### config.mk
export PLATFORM = sky130hd
export DESIGN_NAME = button_conditioner
export DESIGN_NICKNAME = d
export VERILOG_FILES = /design/src/rtl/button_conditioner_pkg.sv /design/src/rtl/debounce_channel.sv /design/src/rtl/button_conditioner.sv
export SDC_FILE = /design/constraint.sdc
export NUM_CORES = 1
export LEC_CHECK = 0
export BUFFER_PORTS_ARGS = -buffer_cell sky130_fd_sc_hd__buf_4
export CAP_MARGIN = 20
export CORE_MARGIN = 8
export CORE_UTILIZATION = 30
export DETAILED_ROUTE_END_ITERATION = 8
export PLACE_DENSITY_LB_ADDON = 0.12
export SKIP_CTS_REPAIR_TIMING = 1
export SLEW_MARGIN = 20
export SYNTH_ARGS = -nofsm -noshare
export SYNTH_HDL_FRONTEND = slang
export SYNTH_HIERARCHICAL = 1
export SYNTH_SLANG_ARGS = --single-unit
### constraint.sdc
create_clock -name clock -period 2 [get_ports clock]
set_clock_uncertainty 0.1 [all_clocks]
set_input_delay 0 -clock clock [delete_from_list [all_inputs] [get_ports clock]]
set_output_delay 0 -clock clock [all_outputs]
set_load 0.02 [all_outputs]
### src/rtl/button_conditioner_pkg.sv
// Shared types and defaults for the pushbutton conditioner.
package button_conditioner_pkg;

    typedef enum logic [1:0] {
        STABLE_LOW,
        COUNT_HIGH,
        STABLE_HIGH,
        COUNT_LOW
    } debounce_state_t;

    localparam int unsigned DEFAULT_DEBOUNCE_CYCLES = 500000;
    localparam int unsigned MIN_SYNC_STAGES = 2;

endpackage

### src/rtl/debounce_channel.sv
// One button: polarity fix, synchronizer chain, debounce FSM, registered pulses.
// Optional sticky press flag when BUTTON_CONDITIONER_STICKY_EN is defined.
module debounce_channel
    import button_conditioner_pkg::*;
#(
    parameter int unsigned SYNC_STAGES      = MIN_SYNC_STAGES,
    parameter int unsigned DEBOUNCE_CYCLES  = DEFAULT_DEBOUNCE_CYCLES,
    parameter bit          INPUT_ACTIVE_LOW = 1'b1
) (
    input  logic clock,
    input  logic notReset,
    input  logic rawButton,
    input  logic clearSticky,
    output logic debounced,
    output logic pressPulse,
    output logic releasePulse,
    output logic stickyPress
);

    localparam int unsigned STAGES =
        (SYNC_STAGES < MIN_SYNC_STAGES) ? MIN_SYNC_STAGES : SYNC_STAGES;
    localparam int unsigned CNT_W = $clog2(DEBOUNCE_CYCLES + 1);
    localparam logic [CNT_W-1:0] CNT_MAX = CNT_W'(DEBOUNCE_CYCLES);
    localparam logic [CNT_W-1:0] CNT_ONE = CNT_W'(1);

    logic [STAGES-1:0] sync_q;
    logic              in_level;
    logic              syncd;

    debounce_state_t   state_q, state_d;
    logic [CNT_W-1:0]  cnt_q, cnt_d;
    logic              deb_q, deb_d;
    logic              press_q, press_d;
    logic              rel_q, rel_d;

    assign in_level = INPUT_ACTIVE_LOW ? ~rawButton : rawButton;
    assign syncd    = sync_q[STAGES-1];

    always_ff @(posedge clock or negedge notReset) begin
        if (!notReset) begin
            sync_q <= '0;
        end else begin
            sync_q <= {sync_q[STAGES-2:0], in_level};
        end
    end

    always_comb begin
        state_d = state_q;
        cnt_d   = cnt_q;
        deb_d   = deb_q;
        press_d = 1'b0;
        rel_d   = 1'b0;
        unique case (state_q)
            STABLE_LOW: begin
                if (syncd) begin
                    state_d = COUNT_HIGH;
                    cnt_d   = CNT_ONE;
                end
            end
            COUNT_HIGH: begin
                if (!syncd) begin
                    state_d = STABLE_LOW;
                    cnt_d   = '0;
                end else if (cnt_q == CNT_MAX) begin
                    state_d = STABLE_HIGH;
                    cnt_d   = '0;
                    deb_d   = 1'b1;
                    press_d = 1'b1;
                end else begin
                    cnt_d = cnt_q + CNT_ONE;
                end
            end
            STABLE_HIGH: begin
                if (!syncd) begin
                    state_d = COUNT_LOW;
                    cnt_d   = CNT_ONE;
                end
            end
            COUNT_LOW: begin
                if (syncd) begin
                    state_d = STABLE_HIGH;
                    cnt_d   = '0;
                end else if (cnt_q == CNT_MAX) begin
                    state_d = STABLE_LOW;
                    cnt_d   = '0;
                    deb_d   = 1'b0;
                    rel_d   = 1'b1;
                end else begin
                    cnt_d = cnt_q + CNT_ONE;
                end
            end
            default: begin
                state_d = STABLE_LOW;
                cnt_d   = '0;
            end
        endcase
    end

    always_ff @(posedge clock or negedge notReset) begin
        if (!notReset) begin
            state_q <= STABLE_LOW;
            cnt_q   <= '0;
            deb_q   <= 1'b0;
            press_q <= 1'b0;
            rel_q   <= 1'b0;
        end else begin
            state_q <= state_d;
            cnt_q   <= cnt_d;
            deb_q   <= deb_d;
            press_q <= press_d;
            rel_q   <= rel_d;
        end
    end

    assign debounced    = deb_q;
    assign pressPulse   = press_q;
    assign releasePulse = rel_q;

`ifdef BUTTON_CONDITIONER_STICKY_EN
    logic sticky_q;

    // Set has priority over clear when both land in the same cycle.
    always_ff @(posedge clock or negedge notReset) begin
        if (!notReset) begin
            sticky_q <= 1'b0;
        end else begin
            sticky_q <= press_q | (sticky_q & ~clearSticky);
        end
    end

    assign stickyPress = sticky_q;
`else
    logic unused_clear_sticky;

    assign unused_clear_sticky = clearSticky;
    assign stickyPress         = 1'b0;
`endif

endmodule

### src/rtl/button_conditioner.sv
// Board-level pushbutton conditioner: one independent debounce channel per button.
// Define BUTTON_CONDITIONER_STICKY_EN to enable the latched stickyPress flags.
module button_conditioner
    import button_conditioner_pkg::*;
#(
    parameter int unsigned NUM_BUTTONS      = 4,
    parameter int unsigned SYNC_STAGES      = MIN_SYNC_STAGES,
    parameter int unsigned DEBOUNCE_CYCLES  = DEFAULT_DEBOUNCE_CYCLES,
    parameter bit          INPUT_ACTIVE_LOW = 1'b1
) (
    input  logic                   clock,
    input  logic                   notReset,
    input  logic [NUM_BUTTONS-1:0] rawButton,
    output logic [NUM_BUTTONS-1:0] debounced,
    output logic [NUM_BUTTONS-1:0] pressPulse,
    output logic [NUM_BUTTONS-1:0] releasePulse,
    output logic [NUM_BUTTONS-1:0] stickyPress,
    input  logic [NUM_BUTTONS-1:0] clearSticky
);

    for (genvar i = 0; i < NUM_BUTTONS; i++) begin : g_channel
        debounce_channel #(
            .SYNC_STAGES      (SYNC_STAGES),
            .DEBOUNCE_CYCLES  (DEBOUNCE_CYCLES),
            .INPUT_ACTIVE_LOW (INPUT_ACTIVE_LOW)
        ) u_channel (
            .clock        (clock),
            .notReset     (notReset),
            .rawButton    (rawButton[i]),
            .clearSticky  (clearSticky[i]),
            .debounced    (debounced[i]),
            .pressPulse   (pressPulse[i]),
            .releasePulse (releasePulse[i]),
            .stickyPress  (stickyPress[i])
        );
    end

endmodule

==> metrics.md, run 1 <==
| Metric | Value |
|---|---|
| Final wirelength | 15200 µm |
| Initial Util | 30.6% |
| Fin crit period | 1940 ps |
| Detailed-router iteration count before antenna repair | 5 |
| Worst path cell trace | inv_1 > ha_2 > nor4b_4 > and4_4 > a21oi_2 > buf_12 > and3_1 > a221o_1 |
| Layout Nets | 723 |
| Worst setup EP type | register |
| Max Cap Viol | 0 |
| Max-slew violations | 0 |
| Clk sinks | 104 |
| Routed len/inst | 15.6 µm |
| First-pass GRT wire length | 26000 µm |
| Fmax | 515 MHz |
| Final hold violation count | 0 |
| Worst slack, placed | -18.9 ps |
| Hpwl dp | 10700 µm |
| Worst R2R Path Depth | 8 |
| Reg area | 2610 µm² |
| Commonest non-fill, non-tap cell in the layout | dfrtp_1 |
| VDD IR-drop max | 0.000494 V |
| RSZ-0062 raised after global routing | true |
| Final WS setup | 57.4 ps |
| Multi-input gate area | 3140 µm² |
| Crit path capture | g_channel[1].u_channel/cnt_q[16] |
| Vias in the first global route | 5223 |
| Least-Margin Pin Slew | 668 ps |
| DRC | 0 |
| Post-route insts no fill | 975 |
| CP required | 2130 ps |
| Vias per inst | 5.36 |
| R2R Setup Slk | 60 ps |
| Critical Path AT | 2080 ps |
| Syn avg cell area | 9.24 µm² |
| CTS root buf | clkbuf_16 |
| Placed cells | 947 |
| Sequential fraction of the synthesis area | 43.7% |
| Top-area cell type share of the netlist area | 43.7% |
| Rel. slew slack | 55.4% |
| Largest net degree at the start of global routing | 53 |
| Final setup fails | 0 |
| Total gr overflow | 0 |
| Most frequent cells in the layout | dfrtp_1 (102), nand3_1 (82), buf_4 (69) |
| Inserted Diodes | 0 |
| Share of post-route cells with drive strength above 1 | 18.7% |
| 1st-iter DRT viols | 335 |
| Slowest Stage Delay on Critical Path | 410 ps |
| Largest area contributor in the netlist | dfrtp_1 |
| Pwr per Cell Area | 633 nW/µm² |
| Post-synth EDFFs | 0 |
| Mapped Cells | 644 |
| Die footprint | 24600 µm² |
| Area grow syn2layout | 20.0% |
| Leak pwr | 3.07 nW |
| Core ar. | 19500 µm² |
| Status | finished, final reports clean |
| Crit-path max FO | 10 |
| Worst path depth | 8 |
| Slowest cell on the critical path | dfrtp_1 |
| Initial antenna violation count | 0 |
| Top_reg_cell synth | dfrtp_1 |
| Period utilization | 97.1% |
| Vias post-DR | 5222 |
| Port Buffer Count | 17 |
| GRT Overall Usage | 12.9% |
| Worst hold path type | in2async |
| Syn. warnings | 6 |
| Die width | 157 µm |
| Synth Net Count | 662 |
| Gpl congestion | 0.791 |
| End of the worst register-to-register path | g_channel[1].u_channel/cnt_q[16] |
| Top delay family on crit path | simple AND/OR/NAND/NOR gates |
| I/O pin cnt | 26 |
| Clk slew on worst S/H paths | 70 ps |
| CTS buffer count | 9 |
| Worst flop-to-flop path startpoint | g_channel[1].u_channel/cnt_q[0] |
| Final core utilization | 36.7% |
| Synth top area cells | dfrtp_1 (44%), nand3_1 (7.1%), nand2_1 (4.0%) |
| H-tree levels | 3 |
| Clk buf depth | 2 |
| Synthesized area | 5950 µm² |
| Crit start category | register |
| Yosys cell types | 63 |
| Setup crit start | g_channel[1].u_channel/cnt_q[0] |
| # fillers | 1965 |
| CTS tree | yes |
| Register bit total from synthesis | 104 |
| Chip Height | 157 µm |
| Placement row count | 51 |
| Total design power | 4.52 mW |
| Crit path buffers/inverters | 2 |
| Antenna-violating nets left | 0 |
| Clk_lat worst skew | 350 ps |
| CP Class | reg2reg |
| FFs w/ async S/R, synth | 100% |
==> layout make-up <==
cell class,instances,share of cell area (%)
multi-input combinational,483,44.0
sequential,104,36.5
timing repair buffer,79,8.90
tap,265,4.64
clock buffer,11,3.40
inverter,28,1.47
clock inverter,5,1.10
==> synthesized netlist by cell type, drive strengths merged, types with 4 or more instances <==
cell type  number
inv            28
nand4          15
o211ai         12
mux2            4
nor4b           7
xor2            4
nand3          84
nor2b           4
and4           17
nand4b          4
a22o            6
nand2          68
nor2           26
clkbuf         12
nor3            4
dfrtp         104
o2111ai         5
a21oi          31
nand2b          8
and2           11
o21ai          28
or4            16
or3            26
buf            17
and3           16
conb            4
nor3b           6
nor4           13
ha              8
mux2i           9
a221o           7
==> cells by family (layout without fill, tap and decap cells) <==
| group | Yosys count | after routing | share of synthesized area, % |
|---|---|---|---|
| other | 4 | 4 | 0.252 |
| DFF | 104 | 104 | 43.7 |
| xor gates and xnor gates | 7 | 7 | 1.53 |
| muxes | 13 | 13 | 2.27 |
| adders and majority gates | 8 | 8 | 1.68 |
| and+or+nand+nor | 338 | 338 | 32.6 |
| AOI/OAI and AO/OA | 113 | 113 | 12.8 |
| buffers and inverters | 57 | 123 | 5.15 |
==> layer usage <==
layer / routed length, µm / track usage [%] / vias up
li1: - / - / 2510
met1: 7630 / 17.4 / 2605
met2: 6890 / 20.4 / 89
met3: 466 / 2.10 / 18
met4: 217 / 4.67 / 0
met5: 0 / 0 / -
==> power by group <==
part           internal (mW)  total, mW  switching [mW]
Combinational          0.156      0.370           0.214
Sequential              2.14       2.19          0.0495
Clock                   1.13       1.96           0.828
==> flip-flops by register name (all words and copies together) (netlist names), named ones only <==
name and count:
g_channel.u_channel/debounced 4, g_channel.u_channel/cnt_q 76, g_channel.u_channel/sync_q 8, g_channel.u_channel/pressPulse 4, g_channel.u_channel/state_q 4, g_channel.u_channel/releasePulse 4
==> worst min-delay path by stage <==
stage | cells past startpoint | start | to
floorplan | 0 | notReset | asynchronous set/reset pin
global placement | 1 | notReset | g_channel[2].u_channel/cnt_q[11]
detailed placement | 1 | notReset | g_channel[2].u_channel/cnt_q[11]
CTS | 1 | notReset | g_channel[2].u_channel/cnt_q[11]
global route | 2 | notReset | g_channel[2].u_channel/cnt_q[11]
finish | 2 | notReset | g_channel[2].u_channel/cnt_q[4]
==> worst reg2reg max path: stages (launching register included) <==
cell	delay [ps]
dfrtp_1	410
inv_1	70
ha_2	180
nor4b_4	190
and4_4	260
a21oi_2	70
buf_12	150
and3_1	150
a221o_1	250
==> metrics by stage <==
| step | area (µm²) | setup TNS, ps | hold slack, ps |
|---|---|---|---|
| finish | 7140 | 0 | 63.9 |
| global placement | 6610 | 0 | -107 |
| global route | 7140 | -78.9 | 97.9 |
| floorplan | 5950 | 0 | -396 |
| CTS | 6930 | -193 | -483 |
| detailed placement | 6610 | -48.9 | -94.8 |
Note: power is estimated with default switching activity, not from simulation.
==> run 2, diff against run 1 <==
--- a/config.mk
+++ b/config.mk
@@ -6,10 +6,10 @@
 export NUM_CORES = 1
 export LEC_CHECK = 0
 export BUFFER_PORTS_ARGS = -buffer_cell sky130_fd_sc_hd__buf_4
-export CAP_MARGIN = 20
 export CORE_MARGIN = 8
-export CORE_UTILIZATION = 30
+export CORE_UTILIZATION = 55
 export DETAILED_ROUTE_END_ITERATION = 8
+export GPL_TIMING_DRIVEN = 0
 export PLACE_DENSITY_LB_ADDON = 0.12
 export SKIP_CTS_REPAIR_TIMING = 1
 export SLEW_MARGIN = 20
==> run 2 against run 1 <==
  * Register-to-register slack about the same
  * Design area down 5.6%
  * Flip-flop and latch count unchanged
  * Setup slack worse by 5.4 ps
  * Clock power down 29%
  * Critical endpoint is now g_channel[1].u_channel/cnt_q[17]
  * Highest routed layer unchanged
==> metrics.md, run 2 (synthesized netlist as in run 1, its figures left out) <==
| Metric | Value |
|---|---|
| Pwr per Cell Area | 587 nW/µm² (was 633 nW/µm²) |
| Leak pwr | 2.92 nW (was 3.07 nW) |
| Final wirelength | 13500 µm (was 15200 µm) |
| Vias post-DR | 5060 (was 5222) |
| Crit-path max FO | 9 (was 10) |
| Worst hold margin | 168 ps (was 63.9 ps) |
| R2R Setup Slk | 50 ps (was 60 ps) |
| 1st-iter DRT viols | 431 (was 335) |
| Share of post-route cells with drive strength above 1 | 17.4% (was 18.7%) |
| Largest net degree at the start of global routing | 105 (was 53) |
| Port Buffer Count | 17 (unchanged) |
| VDD IR-drop max | 0.000567 V (was 0.000494 V) |
| Die footprint | 14400 µm² (was 24600 µm²) |
| CP required | 2180 ps (was 2130 ps) |
| Fmax | 513 MHz (was 515 MHz) |
| Gpl congestion | 0.941 (was 0.791) |
| Placement row count | 38 (was 51) |
| Fin crit period | 1950 ps (was 1940 ps) |
| Worst setup EP type | register (unchanged) |
| Layout Nets | 702 (was 723) |
| Rel. slew slack | 38.1% (was 55.4%) |
| CP Class | reg2reg (unchanged) |
| Vias in the first global route | 4666 (was 5223) |
| Critical Path AT | 2130 ps (was 2080 ps) |
| H-tree levels | 3 (unchanged) |
| End of the worst register-to-register path | g_channel[1].u_channel/cnt_q[17] (was g_channel[1].u_channel/cnt_q[16]) |
| Inserted Diodes | 0 (unchanged) |
| Vias per inst | 6.10 (was 5.36) |
| Hpwl dp | 8970 µm (was 10700 µm) |
| Crit start category | register (unchanged) |
| Least-Margin Pin Slew | 929 ps (was 668 ps) |
| Final hold violation count | 0 (unchanged) |
| Max-slew violations | 0 (unchanged) |
| Crit path capture | g_channel[1].u_channel/cnt_q[17] (was g_channel[1].u_channel/cnt_q[16]) |
| GRT Overall Usage | 18.9% (was 12.9%) |
| Setup TNS | 0 ps (unchanged) |
| Total gr overflow | 0 (unchanged) |
| First-pass GRT wire length | 22500 µm (was 26000 µm) |
| Initial Util | 55.6% (was 30.6%) |
| Routed len/inst | 16.2 µm (was 15.6 µm) |
| Max FFs per register | 76 (unchanged) |
| Commonest non-fill, non-tap cell in the layout | dfrtp_1 (unchanged) |
| # fillers | 904 (was 1965) |
| Chip Height | 120 µm (was 157 µm) |
| CTS buffer count | 9 (unchanged) |
| I/O pin cnt | 26 (unchanged) |
| Most frequent cells in the layout | dfrtp_1 (95), nand3_1 (82), nand2_1 (64) (was dfrtp_1 (102), nand3_1 (82), buf_4 (69)) |
| Worst hold path type | in2async (unchanged) |
| Clk_lat worst skew | 400 ps (was 350 ps) |
| Setup crit start | g_channel[1].u_channel/cnt_q[2] (was g_channel[1].u_channel/cnt_q[0]) |
| Clk slew on worst S/H paths | 100 ps (was 70 ps) |
| Detailed-router iteration count before antenna repair | 5 (unchanged) |
| Area grow syn2layout | 13.2% (was 20.0%) |
| Clk sinks | 104 (unchanged) |
| Period utilization | 97.4% (was 97.1%) |
| Clk buf depth | 2 (unchanged) |
| Antenna-violating nets left | 0 (unchanged) |
| Die width | 120 µm (was 157 µm) |
| Top reg by flops | g_channel.u_channel/cnt_q (unchanged) |
| Worst flop-to-flop path startpoint | g_channel[1].u_channel/cnt_q[2] (was g_channel[1].u_channel/cnt_q[0]) |
| Final setup fails | 0 (unchanged) |
| DRC | 0 (unchanged) |
| Core ar. | 10700 µm² (was 19500 µm²) |
| CTS tree | yes (unchanged) |
| Regs by FF count | g_channel.u_channel/cnt_q (76), g_channel.u_channel/sync_q (8) (unchanged) |
| Worst R2R Path Depth | 5 (was 8) |
| CTS root buf | clkbuf_8 (was clkbuf_16) |
| Max Cap Viol | 0 (unchanged) |
| Initial antenna violation count | 0 (unchanged) |
| Placed cells | 801 (was 947) |
| Post-route insts no fill | 829 (was 975) |
| Status | finished, final reports clean (unchanged) |
-- run 2: cell types whose count changed in the layout (fill, tap and decap cells not counted), sizes merged --
cell / change
clkbuf: +12
buf: -32
inv: -1
clkinv: +1
bufinv: -1
-- run 2: area by class of cell --
cell class              count  area [µm²]  share of cell area [%]
plain buffers              28         220                    3.27
clock buffers              12         155                    2.30
clock inverters             4        52.6                   0.780
inverters                  28         105                    1.56
multi-input cells         483        3180                    47.2
flip-flops and latches    104        2610                    38.8
well taps                 140         175                    2.60
repair buffers             30         239                    3.55
-- run 2: worst max-delay path, cell delays in order (launching register included) --
cell and delay [ps]:
dfrtp_2 460, and4_1 310, nand2_2 160, or4_1 540, a21oi_1 170, mux2i_1 90
-- run 2: how the worst min path moves through the flow --
stage | slack, ps | cells after the start | endpoint
final | 170 | 2 | g_channel[2].u_channel/cnt_q[13]
after global routing | 190 | 3 | g_channel[0].u_channel/sync_q[0]
after CTS | -380 | 2 | g_channel[1].u_channel/sync_q[0]
after global placement | 50 | 2 | g_channel[0].u_channel/sync_q[0]
after floorplan | -400 | 0 | asynchronous set/reset pin
after detailed placement | 50 | 2 | g_channel[1].u_channel/sync_q[0]
-- run 2: power by group --
part / internal, mW / switching (mW) / leakage [nW] / total [mW]
Sequential: 2.14 / 0.0597 / 1.40 / 2.20
Combinational: 0.145 / 0.203 / 1.41 / 0.348
Clock: 0.651 / 0.752 / 0.107 / 1.40
Total: 2.94 / 1.01 / 2.92 / 3.95
-- run 2: per-layer routing --
| layer | vias to the layer above | global-route usage [%] | share of wire (%) |
|---|---|---|---|
| li1 | 2465 | - | - |
| met1 | 2464 | 24.5 | 45 |
| met2 | 111 | 30.4 | 48 |
| met3 | 20 | 4.42 | 4.6 |
| met4 | 0 | 6.56 | 1.8 |
| met5 | - | 0 | 0 |
-- run 2: through the flow --
stage	power [mW]	area [µm²]	utilization [%]	setup WS [ps]
final	3.95	6740	63.0	52.0
after global routing	4.13	6740	63.0	-111
after CTS	3.96	6470	60.4	-95.5
after detailed placement	2.53	6260	58.5	-73.8
after global placement	2.52	6250	58.5	-66.1
after floorplan	2.41	5950	-	213
